**src/rtl/rv_mon_pkg.sv**
```systemverilog
// Shared types for the RV32i store-bus monitor: FSM states, store sizes,
// failure causes and the packed log entry layout.
package rv_mon_pkg;

    typedef enum logic [2:0] {
        IDLE    = 3'd0,
        RUN     = 3'd1,
        PASS    = 3'd2,
        FAIL    = 3'd3,
        TIMEOUT = 3'd4
    } mon_state_e;

    localparam logic [1:0] SZ_NONE = 2'b00;
    localparam logic [1:0] SZ_B    = 2'b01;
    localparam logic [1:0] SZ_H    = 2'b10;
    localparam logic [1:0] SZ_W    = 2'b11;

    typedef enum logic [1:0] {
        FC_NONE     = 2'b00,
        FC_BAD      = 2'b01,
        FC_MISALIGN = 2'b10,
        FC_TIMEOUT  = 2'b11
    } fail_cause_e;

    localparam int unsigned ADR_W       = 32;
    localparam int unsigned DATA_W      = 32;
    localparam int unsigned LOG_ENTRY_W = 2 + ADR_W + DATA_W;

    typedef struct packed {
        logic [1:0]        size;
        logic [ADR_W-1:0]  adr;
        logic [DATA_W-1:0] data;
    } log_entry_t;

    // Zero-extend the live lanes of an LSB-aligned store.
    function automatic logic [DATA_W-1:0] mask_data(input logic [1:0] size,
                                                    input logic [DATA_W-1:0] data);
        case (size)
            SZ_B:    return {24'd0, data[7:0]};
            SZ_H:    return {16'd0, data[15:0]};
            default: return data;
        endcase
    endfunction

endpackage

```
**src/rtl/sync_fifo.sv**
```systemverilog
// Single-clock FIFO with an extra pointer bit to separate full from empty.
// A pop frees the slot a same-cycle push needs, so push+pop when full both succeed.
module sync_fifo #(
    parameter int unsigned WIDTH = 8,
    parameter int unsigned DEPTH = 8
) (
    input  logic             clk,
    input  logic             rst,
    input  logic             push,
    input  logic [WIDTH-1:0] wdata,
    input  logic             pop,
    output logic [WIDTH-1:0] rdata,
    output logic             full,
    output logic             empty
);

    localparam int unsigned AW = $clog2(DEPTH);
    localparam int unsigned PW = AW + 1;

    logic [WIDTH-1:0] mem [DEPTH];
    logic [PW-1:0]    wr_ptr;
    logic [PW-1:0]    rd_ptr;
    logic             do_pop;
    logic             do_push;

    assign empty   = (wr_ptr == rd_ptr);
    assign full    = (wr_ptr[AW] != rd_ptr[AW]) && (wr_ptr[AW-1:0] == rd_ptr[AW-1:0]);
    assign do_pop  = pop && !empty;
    assign do_push = push && (!full || do_pop);
    assign rdata   = mem[rd_ptr[AW-1:0]];

    always_ff @(posedge clk) begin
        if (rst) begin
            wr_ptr <= '0;
            rd_ptr <= '0;
            for (int unsigned i = 0; i < DEPTH; i++) begin
                mem[i] <= '0;
            end
        end else begin
            if (do_push) begin
                mem[wr_ptr[AW-1:0]] <= wdata;
                wr_ptr              <= wr_ptr + PW'(1);
            end
            if (do_pop) begin
                rd_ptr <= rd_ptr + PW'(1);
            end
        end
    end

endmodule

```
**src/rtl/store_monitor.sv**
```systemverilog
// Passive observer of the core store bus: decides pass/fail, logs stores
// into a FIFO for readback and flags a hung program after a cycle budget.
module store_monitor
    import rv_mon_pkg::*;
#(
    parameter logic [31:0] PASS_ADR    = 32'd100,
    parameter logic [31:0] PASS_DATA   = 32'd25,
    parameter logic [31:0] ALLOW_ADR   = 32'd96,
    parameter int unsigned TIMEOUT_CYC = 20000,
    parameter int unsigned LOG_DEPTH   = 8
) (
    input  logic        clk,
    input  logic        rst,
    input  logic [1:0]  MemWrite,
    input  logic [31:0] DataAdr,
    input  logic [31:0] WriteData,
    input  logic        LogRdEn,
    output logic [65:0] LogRdData,
    output logic        LogEmpty,
    output logic        LogFull,
    output logic        LogOverflow,
    output logic [15:0] StoreCount,
    output logic        Done,
    output logic        Pass,
    output logic [1:0]  FailCause
);

    localparam int unsigned TW = (TIMEOUT_CYC > 1) ? $clog2(TIMEOUT_CYC) : 1;

    mon_state_e        state_q;
    mon_state_e        state_d;
    fail_cause_e       cause_q;
    fail_cause_e       cause_d;
    logic [TW-1:0]     tmo_q;
    logic              tmo_hit_c;
    logic              store_c;
    logic              misal_c;
    logic [31:0]       data_m_c;
    log_entry_t        entry_c;

    assign store_c   = (state_q == RUN) && (MemWrite != SZ_NONE);
    assign data_m_c  = mask_data(MemWrite, WriteData);
    assign misal_c   = ((MemWrite == SZ_H) && DataAdr[0]) ||
                       ((MemWrite == SZ_W) && (DataAdr[1:0] != 2'b00));
    assign tmo_hit_c = (tmo_q == TW'(TIMEOUT_CYC - 1));
    assign entry_c   = '{size: MemWrite, adr: DataAdr, data: data_m_c};

    always_ff @(posedge clk) begin
        if (rst) begin
            state_q <= IDLE;
        end else begin
            state_q <= state_d;
        end
    end

    // Next state; a deciding store outranks a coincident timeout.
    always_comb begin
        state_d = state_q;
        cause_d = cause_q;
        case (state_q)
            IDLE: state_d = RUN;
            RUN: begin
                if (store_c && misal_c) begin
                    state_d = FAIL;
                    cause_d = FC_MISALIGN;
                end else if (store_c && (DataAdr == PASS_ADR)) begin
                    if ((MemWrite == SZ_W) && (data_m_c == PASS_DATA)) begin
                        state_d = PASS;
                    end else begin
                        state_d = FAIL;
                        cause_d = FC_BAD;
                    end
                end else if (store_c && (DataAdr != ALLOW_ADR)) begin
                    state_d = FAIL;
                    cause_d = FC_BAD;
                end else if (tmo_hit_c) begin
                    state_d = TIMEOUT;
                    cause_d = FC_TIMEOUT;
                end
            end
            default: ;
        endcase
    end

    always_ff @(posedge clk) begin
        if (rst) begin
            cause_q     <= FC_NONE;
            Done        <= 1'b0;
            Pass        <= 1'b0;
            FailCause   <= 2'b00;
            tmo_q       <= '0;
            StoreCount  <= 16'd0;
            LogOverflow <= 1'b0;
        end else begin
            cause_q   <= cause_d;
            Done      <= (state_d == PASS) || (state_d == FAIL) || (state_d == TIMEOUT);
            Pass      <= (state_d == PASS);
            FailCause <= cause_d;
            if (state_q == RUN) begin
                tmo_q <= tmo_q + TW'(1);
            end
            if (store_c && (StoreCount != 16'hFFFF)) begin
                StoreCount <= StoreCount + 16'd1;
            end
            if (store_c && LogFull && !LogRdEn) begin
                LogOverflow <= 1'b1;
            end
        end
    end

    sync_fifo #(
        .WIDTH (LOG_ENTRY_W),
        .DEPTH (LOG_DEPTH)
    ) u_log (
        .clk   (clk),
        .rst   (rst),
        .push  (store_c),
        .wdata (entry_c),
        .pop   (LogRdEn),
        .rdata (LogRdData),
        .full  (LogFull),
        .empty (LogEmpty)
    );

endmodule

```
**config.mk**
```make
export PLATFORM = sky130hd
export DESIGN_NAME = store_monitor
export DESIGN_NICKNAME = d
export VERILOG_FILES = /design/src/rtl/rv_mon_pkg.sv /design/src/rtl/sync_fifo.sv /design/src/rtl/store_monitor.sv
export SDC_FILE = /design/constraint.sdc
export NUM_CORES = 1
export LEC_CHECK = 0
export BUFFER_PORTS_ARGS = -buffer_cell sky130_fd_sc_hd__buf_2
export CORE_MARGIN = 5
export CORE_UTILIZATION = 55
export DETAILED_ROUTE_END_ITERATION = 16
export PLACE_DENSITY = 0.82
export SYNTH_ARGS = -nofsm -noshare
export SYNTH_HDL_FRONTEND = slang
export SYNTH_SLANG_ARGS = --single-unit
```
**constraint.sdc**
```tcl
create_clock -name clk -period 4.8 [get_ports clk]
set_input_delay 0.96 -clock clk [delete_from_list [all_inputs] [get_ports clk]]
set_output_delay 0.96 -clock clk [all_outputs]
set_load 0.01 [all_outputs]
```
; Word level (Yosys, flattened, before mapping)
; Memories as Yosys holds them, arrays and structs flattened. A register that Yosys moved wholly into a read port is not among the register bits.
; Cells that the tools add are included.
[word_totals]
regBits = 47
mem_bits_rw = 528
inputBits = 69
out_inout_bits = 89
elab_cells = 78
memories = 1
[mem_list]
columns = memory, words, word_bits, read_ports, rd_ports_with_merged_regs, wr, line
row1 = u_log.mem, 8, 66, 1, 1, 8, sync_fifo.sv:20  ; logic [WIDTH-1:0] mem [DEPTH];
[classes]
add_sub_neg = 4
n_eq_ne = 16
mux = 22
reduce_logical = 26
[ops]
columns = op, count
row1 = $mux 66, 1
row2 = $reduce_or 66->1, 1
row3 = $pmux 32 s2, 1
row4 = $eq 32x5->1 const B, 1
row5 = $eq 32x7->1 const B, 1
row6 = $ne 32x7->1 const B, 1
row7 = $mux 3, 7
row8 = $add 16x1->16 const B, 1
row9 = $ne 16x16->1 const B, 1
row10 = $add 15x1->15 const B, 1
row11 = $eq 15x15->1 const B, 1
row12 = $logic_and 1x1->1, 13
row13 = $mux 2, 5
row14 = $add 4x1->4 const B, 2
row15 = $mux 1, 7
row16 = $eq 3x2->1 const B, 2
row17 = $pmux 3 s2, 1
row18 = $eq 2x2->1 const B, 2
row19 = $eq 4x4->1, 1
row20 = $logic_or 1x1->1, 4
row21 = $reduce_bool 2->1, 2
row22 = $reduce_bool 4->1, 1
row23 = $eq 3x1->1 const B, 1
row24 = $eq 3x3->1, 1
row25 = 7 further kinds, 9

; Logic depth before layout (Yosys ltp)
; Gate-level depths: netlist (run 1).
[logic_depth]
word_depth = 11
mapped_depth = 9
depth_no_buf = 7

; Cells and area by module
; A second synthesis (run 1) with hierarchy kept.
[unflattened]
cells_unflattened = 1849
area_unflattened_um2 = 25445.7
[modules_own_cells]
columns = module, n_inst, cells_per_inst, area_each_um2, seq_area_each_um2
row1 = sync_fifo, 1, 1588, 23314.9, 16075.4
row2 = store_monitor, 1, 261, 2130.8, 780.7

; Worst setup path before layout (run 1)
; No wires, ideal clock.
[synth_timing]
path_kind = in2reg
start = in MemWrite[0]
end = mem u_log.mem[7][0] (netlist bit), enable pin
setup_time_ns = 0.435
arrival_ns = 3.391
required_time_ns = 4.365
slack_ns = 0.974
path_stages = 5
n_path_buf = 0
path_cell_list = inv_1 ha_1 nor4b_4 o2111ai_1 nand2b_1
[synth_rtl]
columns = element, line
row1 = start: declaration, store_monitor.sv:14  ; input logic [1:0] MemWrite,
row2 = end: declaration, sync_fifo.sv:20

==> metrics.txt, run 1 <==
fin util 0.6263; Synth Flop Type edfxtp_1; IO Port Bufs roughly 160; status finished, final reports clean; layout cells sized above 1 0.2440; Die ar. 50460 µm²; Synthesized Nets approximately 1.9k; Critical Path RT 3.84 ns; largest net degree at the start of global routing 85; non-filler instance count after layout between 2k and 3k; DRC viols 0; RSZ-0062 raised after global routing false; CP endpoint LogRdData[51]; Gate power share 0.138; crit path cell chain buf_4, mux4_2, mux2_2, buf_2; Reg2Reg Depth 6; Worst-path clk slew 0.06 ns; Crit. End Element output pin; hold buffers post-CTS 0; Worst-Skew Late Latency roughly 0.62 ns; Synth Area per Inst 14.01 µm²; Finish-stage setup viols 0; Clock Skews 0.02687 ns; ys async rst share 0; total stage count of the critical path 4; routability cong. 0.8621; Initial Utilization 0.5571; Tcrit/Tclk final 0.8022; TritonCTS clock tree yes; Final ANT Viol Nets 0; Hold Path Class register to register; CP startpoint kind register; number of flops mapped to enable cells by yosys 528; total design power between 10000 and 15000 µW; kind of critical path register to output pin; most frequent cells in the layout nor2_1, edfxtp_1, buf_2; sequential share of power 0.506; TNS Setup 0 ns; CP max FO 47; Area contributors post-synth edfxtp_1, mux4_2, nor2_1, dfxtp_1, mux2_2; f_max 259.7 MHz; Worst Tran Pin Value 1.168 ns; Internal 8749 µW; Wirelength per Cell 24.29 µm; crit path DAT 2.89 ns; Max-slew headroom 0.2216; Largest stage delay, worst path 0.87 ns; flop2flop setup slack 1.80 ns; Num CTS Buffers 55; Synth Cell Area 25340 µm²; Clock Sinks 578; launch point of the worst reg-to-reg path u_log.wr_ptr[1]$_SDFFE_PP0P_; post-CTS setup buffers 0; top cell type's share of synthesized area 0.6257; Placed Cells incl. Taps 2469; Die X around 220 µm; yosys warns 0; Clock Tree Buf Depth 3; post-DP HPWL 35280 µm; register bit total from synthesis 578; fin area 28480 µm²; sequential area share after synthesis 0.6653; post-synth top area cell edfxtp_1; MaxCap Viol Count 0; VDD IR max 0.2524 mV; cells after synthesis 1808; root buffer cell clkbuf_16; vias in the first global route 16.56k; Filler cells ~3.2k; worst r2r dst u_log.mem[7][55]$_SDFFCE_PN0P_; first-pass GRT wire length a little under 100000 µm; final net count roughly 2.0k; GRT Total Usage 0.2489; antenna violations before repair 5; Netlist cell types 55; P&R area growth vs syn 12.42%; WL final 62490 µm; final hold vios 0; io pins 158; # H-tree levels 2; Final min period 3.851 ns; Via density 6.193; area of the core approximately 45000 µm²; gr ovfl total 0; Leak 0.01010 µW; Vias 15.93k; CP Buf/Inv Count 2; Pwr per Cell Area 406.3 nW/µm²; Die Y approximately 220 µm; sw power 2823 µW; final number of max-transition violations 0; FP Rows 78; Crit path max-delay family flip-flops; area post-placement between 20000 and 30000 µm²; DR pass1 iterations 5; Sw Share 0.2440; Starting DRT DRC Count 1871; power share of the clock group 0.356; critical path's slowest cell dfxtp_4; cts repair resizes 0; commonest non-fill, non-tap cell in the layout nor2_1
cell usage after synthesis, types with 3 or more instances:
library cell  count
nor2_1          584
edfxtp_1        528
mux4_2          132
nand2_1         105
mux2_2           67
clkbuf_1         64
dfxtp_1          50
buf_2            37
xor2_1           24
nand3_1          21
buf_1            20
nand2b_1         18
xnor2_1          14
inv_1            13
nand4_1          13
nor4_1           11
a21oi_1           8
buf_6             8
nor3_1            8
a31o_2            7
ha_1              7
o21ai_0           7
and3_1            5
and4_1            5
o31ai_1           4
and2_1            3
mux2i_1           3
nand3b_1          3
o2111ai_1         3
o211ai_1          3
or3_1             3
how the worst min path moves through the flow:
| stage | startpoint | to | slack, ns | cells past startpoint |
|---|---|---|---|---|
| 4_1_cts | LogOverflow$_SDFFE_PP0P_ | LogOverflow$_SDFFE_PP0P_ | 0.49 | 2 |
| 3_5_place_dp | LogOverflow$_SDFFE_PP0P_ | LogOverflow$_SDFFE_PP0P_ | 0.47 | 2 |
| 3_3_place_gp | LogOverflow$_SDFFE_PP0P_ | LogOverflow$_SDFFE_PP0P_ | 0.45 | 2 |
| 2_1_floorplan | u_log.rd_ptr[3]$_SDFFE_PP0P_ | u_log.rd_ptr[3]$_SDFFE_PP0P_ | 0.47 | 2 |
| 6_report | LogOverflow$_SDFFE_PP0P_ | LogOverflow$_SDFFE_PP0P_ | 0.48 | 2 |
| 5_1_grt | LogOverflow$_SDFFE_PP0P_ | LogOverflow$_SDFFE_PP0P_ | 0.51 | 2 |
area by class of cell:
class                      instances  area, µm²  area share
antenna                            2      5.005   0.0001757
clock buffer                      75       1451     0.05095
clock inverter                    27      240.2    0.008434
inverter                          13      48.80    0.001713
multi-input combinational       1087       7904      0.2775
sequential                       578      16870      0.5922
tap                              600      750.7     0.02636
timing repair buffer             191       1216     0.04270
cells by family after synthesis:
family          after synthesis  share of synthesized area
flops                       578                     0.6653
compound gates               45                    0.01338
simple gates                795                     0.1310
mux                         202                     0.1483
xor+xnor                     38                    0.01314
buf+inv                     143                    0.02553
fa+ha+maj                     7                   0.003456
flip-flops by register name, indices dropped and copies added, names as in the netlist, named ones only:
register,count
state_q,3
LogOverflow,1
u_log.mem,528
u_log.rd_ptr,4
u_log.wr_ptr,4
Done,1
tmo_q,15
Pass,1
StoreCount,16
cause_q,2
power by group through the flow:
stage	clock network (µW)	registers, µW	logic [µW]
global route	4360	5880	1700
global placement	0	5940	1570
floorplan	0	5870	1110
finish	4120	5860	1590
CTS	4150	5860	1600
detailed placement	0	5960	1590
metal layers:
metal	vias up	share of wire	track usage
met4	6	0.040	0.09900
li1	6834	-	-
met1	7906	0.36	0.3348
met2	1025	0.49	0.4037
met3	163	0.11	0.05299
met5	-	0.00053	0
tightest hold or removal path, delay by kind of cell (launching register included):
family           cells  cell delay [ns]
DFF                  1             0.33
and+or+nand+nor      2             0.12
through the flow:
stage	worst slack, ns	hold WS [ns]
2_1_floorplan	0.9744	0.4695
3_3_place_gp	1.033	0.4527
3_5_place_dp	0.9823	0.4729
4_1_cts	0.8745	0.4913
5_1_grt	0.7906	0.5090
6_report	0.9495	0.4842
(Power assumes the default switching activity.)
==> run 2: changes to the inputs <==
- clock period: 4.8 -> 3.6 ns (I/O delays scaled with it)
==> run 2 against run 1 <==
Critical path depth stayed put. First-iteration DRC count is 9.7% higher. Count of clock-buffer cells in the layout is 2 lower. Die area stayed put. Hold slack better by 0.0070 ns. Core utilization is 0.82 points higher. Flip-flop and latch count stayed put. Critical path type unchanged. Sequential share of layout area is 0.77 points lower.
==> metrics.txt, run 2 (same netlist as run 1, synthesis figures left out) <==
root buffer cell clkbuf_16; antenna violations before repair 9 (+4); kind of critical path register to output pin; Clock Sinks 578 (unchanged); Finish-stage setup viols 0 (unchanged); Most flops, register u_log.mem; Regs by FF count u_log.mem x528, StoreCount x16, tmo_q x15; Min Hold Slack 0.4912 ns (+0.006994 ns); final hold vios 0 (unchanged); Final min period roughly 3.5 ns; CP max FO 29 (-38%); Placed Cells incl. Taps 2493 (+0.97%); RSZ-0062 raised after global routing false; Clock Tree Buf Depth 3 (unchanged); TNS Setup 0 ns (unchanged); post-CTS setup buffers 0 (unchanged); non-filler instance count after layout 2598 (+0.97%); final number of max-transition violations 0 (unchanged); area of the core 45480 µm² (unchanged); status finished, final reports clean; vias in the first global route 16.20k (-2.2%); commonest non-fill, non-tap cell in the layout nor2_1; DR pass1 iterations 5 (unchanged); Tcrit/Tclk final 0.9597; Critical Path RT 2.88 ns (-0.96 ns); Die Y 224.6 µm (unchanged); Hold Path Class register to register; Die X 224.6 µm (unchanged); Wirelength per Cell 23.79 µm (-2.1%); IO Port Bufs 157 (unchanged); Max-slew headroom 0.4027 (+0.1810); max reg flops 528 (unchanged); crit path DAT 2.73 ns (-0.16 ns); largest net degree at the start of global routing 85 (unchanged); DRC viols 0 (unchanged); routability cong. 0.8590 (-0.36%); Num CTS Buffers 55 (unchanged); P&R area growth vs syn 13.90%; Reg2Reg Depth 7 (+1); GRT Total Usage 0.2450 (-0.003898); Initial Utilization 0.5571 (unchanged); VDD IR max 0.3906 mV (+55%); Worst-path clk slew 0.06 ns (about the same); final net count 2026 (+1.2%); post-DP HPWL 36400 µm (+3.2%); Pwr per Cell Area 539.6 nW/µm² (+33%); Starting DRT DRC Count 2052 (+9.7%); f_max 289.4 MHz; FP Rows 78 (unchanged); most frequent cells in the layout nor2_1, edfxtp_1, buf_2; Worst Tran Pin Value 0.8844 ns (-0.2831 ns); layout cells sized above 1 0.2544 (+0.01035); TritonCTS clock tree yes; CP startpoint kind register; Clock Skews 0.01104 ns (-0.01583 ns); Crit. End Element output pin; Leak 0.01030 µW (+2.0%); cts repair resizes 0 (unchanged); WL final 61800 µm (-1.1%); Worst-Skew Late Latency 0.60 ns (-0.02 ns); Vias 15.92k (-0.069%); fin util 0.6346 (+0.008226); MaxCap Viol Count 0 (unchanged); Die ar. 50460 µm² (unchanged); gr ovfl total 0 (unchanged); Hold Crit Depth 2 (unchanged); # H-tree levels 2 (unchanged); io pins 158 (unchanged); Final ANT Viol Nets 0 (unchanged); first-pass GRT wire length 94700 µm (-1.5%); Via density 6.129 (-1.0%); hold buffers post-CTS 0 (unchanged); total design power 15570 µW (+35%)
-- run 2: cell types whose count changed in the layout (fill, tap and decap cells not counted), moves of 2 or more --
cell | before | now
clkinv_2 | 5 | 7
clkbuf_16 | 55 | 57
buf_4 | 20 | 31
clkbuf_1 | 20 | 16
diode_2 | 2 | 5
buf_12 | 14 | 27
-- run 2: layout make-up --
type                            count  area, µm²
Sequential cell                   578      16870
Multi-Input combinational cell   1087       7904
Tap cell                          600      750.7
Inverter                           13      48.80
Timing Repair Buffer              215       1559
Antenna cell                        5      12.51
Clock inverter                     27      229.0
Fill cell                        3157      16620
Clock buffer                       73       1486
-- run 2: worst paths after layout --
| path | start | to | slack, ns |
|---|---|---|---|
| hold reg to reg | LogOverflow$_SDFFE_PP0P_ | LogOverflow$_SDFFE_PP0P_ | 0.49 |
| setup / recovery | register | LogRdData[50] | 0.15 |
| setup reg to reg | u_log.wr_ptr[1]$_SDFFE_PP0P_ | u_log.mem[5][48]$_SDFFCE_PN0P_ | 0.90 |
| hold / removal | LogOverflow$_SDFFE_PP0P_ | LogOverflow$_SDFFE_PP0P_ | 0.49 |
-- run 2: metal layers --
layer	track usage	share of wire	vias up
met5	0	0.00068	-
met4	0.07405	0.029	8
met3	0.05469	0.11	110
met2	0.4060	0.50	958
met1	0.3305	0.36	7964
li1	-	-	6883
-- run 2: worst max-delay path: stages (launching register included) --
cell	delay, ns
dfxtp_4	0.79
buf_4	0.36
mux4_2	0.52
mux2_2	0.30
buf_2	0.15
-- run 2: per-stage QoR --
stage               setup slack (ns)  area (µm²)
floorplan                    0.01440       25340
global placement              0.3794       27130
detailed placement            0.3525       27130
CTS                          0.07164       28850
global route                0.008163       28850
finish                        0.1451       28860
-- run 2: where the power goes --
group	switching, µW	internal (µW)	leakage, µW	total [µW]
Combinational	1130	1070	0.00358	2200
Sequential	180	7620	0.00588	7800
Clock	2400	3180	0.000834	5580
Total	3710	11900	0.0103	15600
